<file path="config.mk">
export PLATFORM = sky130hd
export DESIGN_NAME = ddr2_bank_timer
export DESIGN_NICKNAME = d
export VERILOG_FILES = /design/src/rtl/ddr2_pkg.sv /design/src/rtl/ddr2_bank_timer.sv
export SDC_FILE = /design/constraint.sdc
export NUM_CORES = 1
export LEC_CHECK = 0
export ABC_AREA = 0
export BUFFER_PORTS_ARGS = -buffer_cell sky130_fd_sc_hd__buf_4
export CAP_MARGIN = 20
export CORE_UTILIZATION = 40
export CTS_CLUSTER_SIZE = 8
export DETAILED_ROUTE_END_ITERATION = 10
export GPL_TIMING_DRIVEN = 1
export PLACE_DENSITY = 0.55
export SKIP_CTS_REPAIR_TIMING = 1
export SLEW_MARGIN = 20
export SYNTH_ARGS = -nofsm -noshare
export SYNTH_HDL_FRONTEND = slang
export SYNTH_SLANG_ARGS = --single-unit
</file>
<file path="constraint.sdc">
create_clock -name clk -period 3.83 [get_ports clk]
set_input_delay 0.383 -clock clk [delete_from_list [all_inputs] [get_ports clk]]
set_output_delay 0.383 -clock clk [all_outputs]
set_load 0.05 [all_outputs]
</file>
<file path="src/rtl/ddr2_pkg.sv">
// Purpose: shared DDR2 command encoding, timing-violation record and cycle helper.
// Latency: n/a (types and constant functions only).
// Backpressure: n/a.
// Contents: ddr2_cmd_t ({RAS#,CAS#,WE#} encoding), ddr2_timing_viol_t (one bit per
// timing rule plus trfc and state), ns_to_cycles() ceiling conversion, TCK_NS.
package ddr2_pkg;

  typedef enum logic [2:0] {
    CMD_MRS   = 3'b000,
    CMD_REF   = 3'b001,
    CMD_PRE   = 3'b010,
    CMD_ACT   = 3'b011,
    CMD_WRITE = 3'b100,
    CMD_READ  = 3'b101,
    CMD_BST   = 3'b110,
    CMD_NOP   = 3'b111
  } ddr2_cmd_t;

  typedef struct packed {
    logic state_violation;
    logic trfc_violation;
    logic twtr_violation;
    logic trtp_violation;
    logic twr_violation;
    logic tfaw_violation;
    logic trrd_violation;
    logic trc_violation;
    logic tras_violation;
    logic trp_violation;
    logic trcd_violation;
  } ddr2_timing_viol_t;

  // 200 MHz clock period used for the default timing parameters.
  localparam real TCK_NS = 5.0;

  // Smallest whole number of clock cycles that covers ns nanoseconds.
  function automatic int ns_to_cycles(real ns, real tck);
    return int'($ceil(ns / tck));
  endfunction

endpackage

</file>
<file path="src/rtl/ddr2_bank_timer.sv">
// Purpose: per-bank open/idle state and elapsed counters, with that bank's checks.
// Latency: checks are combinational on the current command; state updates next edge.
// Backpressure: none, passive observer.
// Ports: clk, rst (sync, high); cmd_valid/cmd/hit select a command aimed at this bank;
// is_open = bank state; rp_pending = precharge younger than tRP; chk = bank-local violations.
module ddr2_bank_timer
  import ddr2_pkg::*;
#(
  parameter int CNT_W = 16,
  parameter int T_RCD = 3,
  parameter int T_RP  = 3,
  parameter int T_RAS = 9,
  parameter int T_RC  = 12,
  parameter int T_WR  = 3,
  parameter int T_RTP = 2
) (
  input  logic              clk,
  input  logic              rst,
  input  logic              cmd_valid,
  input  ddr2_cmd_t         cmd,
  input  logic              hit,
  output logic              is_open,
  output logic              rp_pending,
  output ddr2_timing_viol_t chk
);

  localparam logic [CNT_W-1:0] SAT    = '1;
  localparam logic [CNT_W-1:0] ONE    = CNT_W'(1);
  localparam logic [CNT_W-1:0] RCD_C  = CNT_W'(T_RCD);
  localparam logic [CNT_W-1:0] RP_C   = CNT_W'(T_RP);
  localparam logic [CNT_W-1:0] RAS_C  = CNT_W'(T_RAS);
  localparam logic [CNT_W-1:0] RC_C   = CNT_W'(T_RC);
  localparam logic [CNT_W-1:0] WR_C   = CNT_W'(T_WR);
  localparam logic [CNT_W-1:0] RTP_C  = CNT_W'(T_RTP);

  logic [CNT_W-1:0] since_act, since_pre, since_rd, since_wr;
  logic act_hit, rd_hit, wr_hit, pre_hit;

  function automatic logic [CNT_W-1:0] bump(input logic [CNT_W-1:0] c);
    return (c == SAT) ? c : c + ONE;
  endfunction

  assign act_hit = cmd_valid && hit && (cmd == CMD_ACT);
  assign rd_hit  = cmd_valid && hit && (cmd == CMD_READ);
  assign wr_hit  = cmd_valid && hit && (cmd == CMD_WRITE);
  // Precharging an idle bank is a no-op for the DRAM, so it starts no tRP window.
  assign pre_hit = cmd_valid && hit && (cmd == CMD_PRE) && is_open;

  always_ff @(posedge clk) begin
    if (rst) begin
      is_open   <= 1'b0;
      since_act <= SAT;
      since_pre <= SAT;
      since_rd  <= SAT;
      since_wr  <= SAT;
    end else begin
      since_act <= act_hit ? ONE : bump(since_act);
      since_pre <= pre_hit ? ONE : bump(since_pre);
      since_rd  <= rd_hit  ? ONE : bump(since_rd);
      since_wr  <= wr_hit  ? ONE : bump(since_wr);
      if (act_hit) begin
        is_open <= 1'b1;
      end else if (pre_hit) begin
        is_open <= 1'b0;
      end
    end
  end

  assign rp_pending = (since_pre < RP_C);

  always_comb begin
    chk = '0;
    if (cmd_valid && hit) begin
      case (cmd)
        CMD_ACT: begin
          chk.state_violation = is_open;
          chk.trp_violation   = (since_pre < RP_C);
          chk.trc_violation   = (since_act < RC_C);
        end
        CMD_READ, CMD_WRITE: begin
          chk.state_violation = !is_open;
          chk.trcd_violation  = (since_act < RCD_C);
        end
        CMD_PRE: begin
          if (is_open) begin
            chk.tras_violation = (since_act < RAS_C);
            chk.trtp_violation = (since_rd < RTP_C);
            chk.twr_violation  = (since_wr < WR_C);
          end
        end
        default: ;
      endcase
    end
  end

endmodule

</file>
**Word level (Yosys, flattened, before mapping)**

Cells that the tools add are included.

- Add/sub/neg operators: 4
- Equal/unequal tests: 12
- Muxes and demuxes: 21
- Magnitude comparators: 6
- Reduce and logical (&&, ||, !) cells: 13

Operators with widths:

| cell | number |
|---|---|
| $mux W16 | 8 |
| $add A16 B1 Y16 const B | 4 |
| $eq A16 B16 Y1 const B | 4 |
| $lt A16 B2 Y1 const B | 4 |
| $lt A16 B4 Y1 const B | 2 |
| $reduce_or A2 Y1 | 5 |
| $mux W1 | 8 |
| $ne A2 B2 Y1 const B | 4 |
| $eq A3 B2 Y1 const B | 2 |
| $eq A3 B3 Y1 const B | 2 |
| $logic_and A1 B1 Y1 | 6 |
| $mux W2 | 3 |
| $mux W4 | 1 |
| $pmux W1 S2 | 1 |
| $reduce_bool A2 Y1 | 1 |
| $logic_not A1 Y1 | 1 |

- Register bits: 65
- Logic and storage cells: 65

**Logic depth before layout (Yosys ltp)**

Gate-level depths: netlist of the first run.

- Depth in word-level cells: 5
- Gate-level depth with buffers: 7

**Least setup slack after synthesis of the first run**

OpenSTA, ideal clock, no wires.

- Path type: flip-flop to output port
- Start point: reg is_open
- End point: out chk[2] (netlist bit)
- Setup slack: 1.368 ns
- Cell stages (with the launch flop): 5
- Data arrival time: 2.079 ns
- Required time: 3.447 ns
- Cell sequence: dfxtp_1 -> nor3b_2 -> clkbuf_1 -> nand2_1 -> nor2_1

RTL lines:

| element | RTL line | source |
|---|---|---|
| from (decl) | ddr2_bank_timer.sv:22 | `output logic is_open,` |
| from (signal assigned) | ddr2_bank_timer.sv:51 | `is_open <= 1'b0;` |
| from (signal assigned) | ddr2_bank_timer.sv:62 | `is_open <= 1'b1;` |
| from (signal assigned) | ddr2_bank_timer.sv:64 | `is_open <= 1'b0;` |
| to (decl) | ddr2_bank_timer.sv:24 | `output ddr2_timing_viol_t chk` |

==> metrics, run 1 <==
Cell Area, Synth roughly 3400 sq um; logic depth of the worst path, buffers included 4; top cells by instance count after synthesis 65 x dfxtp_1, 56 x o21ai_0, 32 x nand2_1; clock tree skew after final layout 0.0111 ns; initial DRC count approximately 120; initial core utilization 0.415; highest layer used for signal routing met4; drt pass-1 iters 5; headroom to the max-slew limit 0.369; per-cell routed wire length approximately 14 um; combined flip-flop and latch cell area around 1300 sq um; Max H-tree Level 3; vertical die dimension 94.5 um; combined area of the multi-input logic cells ~2000 sq um; worst IR drop on VDD 422 uV; class of the tightest hold or removal check in -> reg; io pins 20; first-pass GRT wire length between 10,000 and 15,000 um; Setup WS post-layout around 1.6 ns; cell row count 33; filler instances 830; crit path buf inv count 1; Period Utilization, post-route 0.591; post-synth cell types 47; area fraction of the dominant cell type after synthesis 0.380; Worst Reg2Reg Path Length in Cells 5; Vias a little over 3,000; DRT met1 WL between 3000 and 4000 um; Net count, final around 440; kind of capture point of the worst setup path output pin; gp weighted congestion approximately 0.81; Fin Setup TNS 0 ns; Horiz. Die Dim roughly 95 um; status finished clean; Critical Path Source since_rd[8]$_SDFFE_PP1P_; via density per instance 5.78; Max Clk Rate between 400 and 500 MHz; number of sinks handled by clock tree synthesis 65; maximum number of pins on one net before global-route repair 37; critical path class reg -> out; detailed route wirelength on metal3 289 um; final count of pins violating max slew 0; ranking of synthesized cells by area dfxtp_1 38%, o21ai_0 8.2%, xor2_1 4.9%, xnor2_1 4.1%, nand3_1 3.9%; worst slack at placement about 1.7 ns; cell type with the largest total area after synthesis dfxtp_1; antenna viol nets, final 0; quantity of I/O buffers inserted on ports 15; number of buffers created by CTS 9; area growth from synthesis to final layout 12.1%; largest stage delay on the critical path 0.53 ns; power per standard cell area ~940 nW/um^2; detailed route wirelength on metal2 between 3000 and 4000 um; launching element type of the critical path flip-flop; count of flip-flops with a built-in enable after synthesis 0; layout cell share with drive strength beyond 1 0.103; post-layout minimum cycle time roughly 2.3 ns; asr flop ratio synth 0; syn_area_per_cell 8.39 sq um; number of global-route vias before repair 2,752; non-filler cells, final about 530; area of the die between 8000 and 9000 sq um; sequence of cells on the critical path or4_1 > nor4_1 > and4_1 > buf_4; endpoint of the worst setup timing path chk[7]; Top Family by Delay on Critical Path simple AND/OR/NAND/NOR gates; arrival time at the worst endpoint approximately 1.9 ns; most common cell in the synthesized netlist dfxtp_1; number of endpoints with negative hold slack in the final report 0; CTS Root Buffer Type clkbuf_8; DRT Wirelength 7660 um; sequential share of the synthesized area 0.380; ys flop type dfxtp_1; placed cell count ~520; # diodes 0; cell count after synthesis slightly above 400; area of the core roughly 8300 sq um; P_leak between 1.5 and 2 nW; source-to-sink clock delay at the later pin of the worst-skew pair about 0.35 ns; R2R setup slack 1.67 ns; Data required, critical path roughly 3.5 ns; antenna violations before repair 0; standard cell with the maximum stage delay on the critical path or4_1; GR Util All Layers 0.187; number of warning messages in the yosys log 0; GRT overflow 0; clock tree from TritonCTS done; clock-pin slew of the registers on the worst-case setup and hold paths ~0.07 ns; final number of setup-violating endpoints 0; biggest fanout along the worst timing path 7; Tightest Pin Transition approximately 0.95 ns; maximum count of clock buffers along a single path 2; setup repair after global routing missed its margin false; HPWL after detailed placement 5160 um; Max Cap Violations 0; Reg2Reg Launch Point since_wr[0]$_SDFFE_PP1N_; number of remaining DRC errors 0; RR Endpoint since_wr[0]$_SDFFE_PP1N_; register bit total from synthesis between 60 and 70
==> cell type report <==
type / instances / share of cell area
clock buffer: 10 / 0.0332
timing repair buffer: 19 / 0.0372
inverter: 8 / 0.00782
sequential: 65 / 0.339
tap: 105 / 0.0342
clock inverter: 6 / 0.0215
multi-input combinational: 321 / 0.527
==> flip-flops by register name, summed over array words and instances, names as in the netlist <==
register / count
is_open: 1
since_act: 16
since_pre: 16
since_rd: 16
since_wr: 16
==> worst reg2reg max path, delay by kind of cell, from the launching register on <==
| family | cells | cell delay (ns) |
|---|---|---|
| flops | 1 | 0.38 |
| fa+ha+maj | 1 | 0.26 |
| xor+xnor | 1 | 0.20 |
| simple gates | 3 | 1.20 |
==> worst min-delay path by stage <==
stage	start	to	slack [ns]	cells after the start
after detailed placement	is_open$_SDFFE_PP0P_	is_open$_SDFFE_PP0P_	0.50	2
after global routing	rst	is_open$_SDFFE_PP0P_	0.27	2
after global placement	is_open$_SDFFE_PP0P_	is_open$_SDFFE_PP0P_	0.50	2
after CTS	rst	is_open$_SDFFE_PP0P_	0.28	2
final	rst	is_open$_SDFFE_PP0P_	0.28	2
after floorplan	rst	is_open$_SDFFE_PP0P_	0.45	1
==> logic make-up (layout without fill, tap and decap cells) <==
kind of cell,Yosys count,after routing,synth area share
XOR/XNOR,35,35,0.0895
multiplexers,11,11,0.0322
flip-flops,65,65,0.380
buffers and inverters,25,43,0.0322
other,1,4,0.00110
AO/OA/AOI/OAI,92,92,0.159
AND/OR/NAND/NOR,174,174,0.288
adder cells (fa/ha/maj),5,5,0.0183
==> cell usage in the layout (no fill, tap or decap), drive strengths merged, types with 3 or more instances in the layout <==
| cell | count |
|---|---|
| a21oi | 3 |
| a31oi | 10 |
| and3 | 6 |
| and4 | 12 |
| buf | 19 |
| clkbuf | 10 |
| clkinv | 3 |
| conb | 4 |
| dfxtp | 65 |
| ha | 5 |
| inv | 8 |
| mux2i | 11 |
| nand2 | 32 |
| nand3 | 28 |
| nand4 | 22 |
| nor2 | 21 |
| nor3 | 12 |
| nor3b | 4 |
| nor4 | 19 |
| o211ai | 4 |
| o21ai | 56 |
| o31ai | 6 |
| or2 | 4 |
| or4 | 4 |
| xnor2 | 16 |
| xor2 | 19 |
==> metrics by stage <==
stage	hold WS [ns]	util	power, mW	instance area, sq um
floorplan	0.452	-	2.63	3430
CTS	0.283	0.464	3.62	3830
global placement	0.498	0.438	2.97	3620
finish	0.283	0.465	3.62	3840
detailed placement	0.501	0.438	2.97	3620
global route	0.275	0.465	3.96	3840
==> metal layers <==
metal / vias up / global-route usage
met5: - / 0
met4: 0 / 0.0745
met3: 13 / 0.0403
met2: 68 / 0.281
met1: 1439 / 0.260
li1: 1566 / -
==> power breakdown <==
part	switching (mW)	leakage [nW]	internal, mW
Clock	0.274	0.106	0.363
Combinational	0.963	0.875	0.745
Sequential	0.340	0.536	0.932
Total	1.58	1.52	2.04
Power figures use the tool's default switching activity.
==> run 2, diff against run 1 <==
ABC_AREA = 1   (was 0)
clock period = 2.24 ns   (was 3.83 ns; I/O delays follow)
==> run 2 against run 1 <==
- worst setup slack worse by 1.2 ns
- final area up 18%
- total power up 110%
- flip-flop and latch count unchanged
- sequential share of layout area down 5.2 points
- critical path depth up 1
- die area up 16%
- routed wire length up 25%
- cell count up 47%
- clock-buffer cell count down 1
- hold slack worse by 0.20 ns
- critical path type unchanged
==> metrics, run 2 <==
Worst Reg2Reg Path Length in Cells 9; CTS Root Buffer Type clkbuf_8; launching element type of the critical path flip-flop; number of warning messages in the yosys log 0; beginning of the worst hold path rst; clock tree from TritonCTS done; filler instances 1,067; area fraction of the dominant cell type after synthesis 0.326; Setup WS post-layout 0.354 ns; quantity of I/O buffers inserted on ports 15; top cells by instance count after synthesis 161 x nand2_1, 117 x nand3_1, 85 x nor2_1; R2R setup slack 0.59 ns; P_leak 2.53 nW; final count of pins violating max slew 0; Reg2Reg Launch Point since_rd[0]$_SDFFE_PP1N_; sequential share of power 0.286; number of endpoints with negative hold slack in the final report 0; Critical Path Source since_pre[0]$_SDFFE_PP1N_; ranking of synthesized cells by area dfxtp_1 33%, nand2_1 15%, nand3_1 15%, nor2_1 8.0%, inv_1 6.1%; first-pass GRT wire length about 17,000 um; share of total power in the clock network 0.174; count of flip-flops with a built-in enable after synthesis 0; maximum number of pins on one net before global-route repair 26; most common cell in the synthesized netlist nand2_1; met3 track demand over resource 0.0321; GRT overflow 0; area growth from synthesis to final layout 13.7%; headroom to the max-slew limit 0.547; Vias slightly below 4,000; Top Family by Delay on Critical Path simple AND/OR/NAND/NOR gates; post-synth cell types 32; largest stage delay on the critical path around 0.35 ns; # diodes 0; Hold Path Stages 2; GR Util met1 0.264; status finished clean; source-to-sink clock delay at the later pin of the worst-skew pair between 0.3 and 0.4 ns; register bit total from synthesis 65; Data required, critical path 2.02 ns; vertical die dimension approximately 100 um; Cell Area, Synth 3990 sq um; Psw 3.72 mW; GR Util All Layers 0.202; clock tree skew after final layout about 0.013 ns; number of buffers created by CTS 9; non-filler cells, final approximately 800; biggest fanout along the worst timing path 4; standard cell with the maximum stage delay on the critical path dfxtp_1; Max Cap Violations 0; antenna violations before repair 0; number of sinks handled by clock tree synthesis 65; Tightest Pin Transition slightly below 0.7 ns; met2 global-route usage 0.337; sink of the worst hold path is_open$_SDFFE_PP0P_; most common library cell in the layout ignoring fill and taps nand2_1; critical path class reg -> out; io pins 20; clock-pin slew of the registers on the worst-case setup and hold paths around 0.08 ns; initial DRC count 118; worst IR drop on VDD ~600 uV; number of global-route vias before repair approximately 3,700; post-layout minimum cycle time 1.89 ns; area of the die roughly 10,000 sq um; Max H-tree Level 3; asr flop ratio synth 0; crit path buf inv count 1; Gate power share 0.539; number of remaining DRC errors 0; area of the core about 9700 sq um; sequential share of the synthesized area 0.326; ys flop type dfxtp_1; Period Utilization, post-route 0.842; RR Endpoint since_rd[8]$_SDFFE_PP1P_; Fin Setup TNS 0 ns; maximum count of clock buffers along a single path 2; arrival time at the worst endpoint 1.66 ns; cell row count 36; cell count after synthesis between 600 and 700; top library cells by usage in the layout, fill and taps aside 161 x nand2_1, 117 x nand3_1, 85 x nor2_1; via density per instance around 5.0; sequence of cells on the critical path ha_1 > nor3_1 > nand4_1 > nor3_1 > buf_4; placed cell count between 700 and 800; worst slack at placement 0.463 ns; final number of setup-violating endpoints 0; switching power as a share of total power 0.481; gp weighted congestion about 0.84; DRT Wirelength around 9600 um; layout cell share with drive strength beyond 1 0.116; Horiz. Die Dim 102 um; initial core utilization 0.410; power per standard cell area roughly 1700 nW/um^2; per-cell routed wire length around 12 um; class of the tightest hold or removal check in -> reg; drt pass-1 iters 4; cell with the most instances on the worst path nor3_1; kind of capture point of the worst setup path output pin; cell type with the largest total area after synthesis dfxtp_1; internal power ~4.0 mW; Max Clk Rate between 500 and 600 MHz; antenna viol nets, final 0; HPWL after detailed placement ~7100 um; global routing's busiest layer met2; Net count, final 661; syn_area_per_cell approximately 6.3 sq um; setup repair after global routing missed its margin false
[run 2: cell types whose count changed after synthesis, sizes merged, moves of 10 or more]
cell   delta
a31oi    -10
nor2     +71
xor2     -15
and4     -12
xnor2    -16
o21ai    -43
mux2i    -11
inv      +61
nor4     -11
nand2   +136
nand3    +95
[run 2: kinds of logic (layout without fill, tap and decap cells)]
group / Yosys count / in the layout / synth area share
other: 1 / 4 / 0.000940
xor gates and xnor gates: 4 / 4 / 0.00878
and+or+nand+nor: 439 / 439 / 0.523
AOI/OAI and AO/OA: 30 / 30 / 0.0408
buffers and inverters: 85 / 107 / 0.0847
DFF: 65 / 65 / 0.326
adders and majority gates: 5 / 5 / 0.0157
[run 2: metrics by stage]
step	hold WS [ns]	utilization	power, mW	area (sq um)
after floorplan	0.296	-	5.58	4010
after global placement	0.441	0.439	6.33	4270
after detailed placement	0.441	0.439	6.39	4270
after CTS	0.0764	0.466	7.78	4540
after global routing	0.0758	0.466	8.58	4540
final	0.0868	0.466	7.73	4540
[run 2: worst max-delay path by stage]
stage	endpoint	slack, ns	cells after the start
after floorplan	chk[2]	0.09	3
after global placement	since_rd[11]$_SDFFE_PP1P_	0.49	7
after detailed placement	since_rd[11]$_SDFFE_PP1P_	0.46	7
after CTS	chk[1]	0.32	5
after global routing	chk[1]	0.16	5
final	chk[1]	0.35	5
[run 2: area by class of cell]
type | instances | area (sq um) | area share
Tap cell | 133 | 166 | 0.0367
Timing Repair Buffer | 20 | 163 | 0.0359
Multi-Input combinational cell | 482 | 2370 | 0.523
Clock inverter | 7 | 143 | 0.0314
Clock buffer | 9 | 124 | 0.0273
Sequential cell | 65 | 1300 | 0.287
Inverter | 71 | 268 | 0.0590
[run 2: metal layers]
metal / up-vias / routed length, um
met5: - / 0
met2: 52 / 4330
li1: 2087 / -
met1: 1816 / 4820
met3: 14 / 267
met4: 0 / 165
[run 2: power by group through the flow]
stage,Sequential [mW],Combinational [mW],Clock (mW)
6_report,2.21,4.17,1.35
5_1_grt,2.29,4.86,1.43
4_1_cts,2.20,4.19,1.39
3_5_place_dp,2.22,4.16,0
3_3_place_gp,2.22,4.11,0
2_1_floorplan,2.06,3.52,0
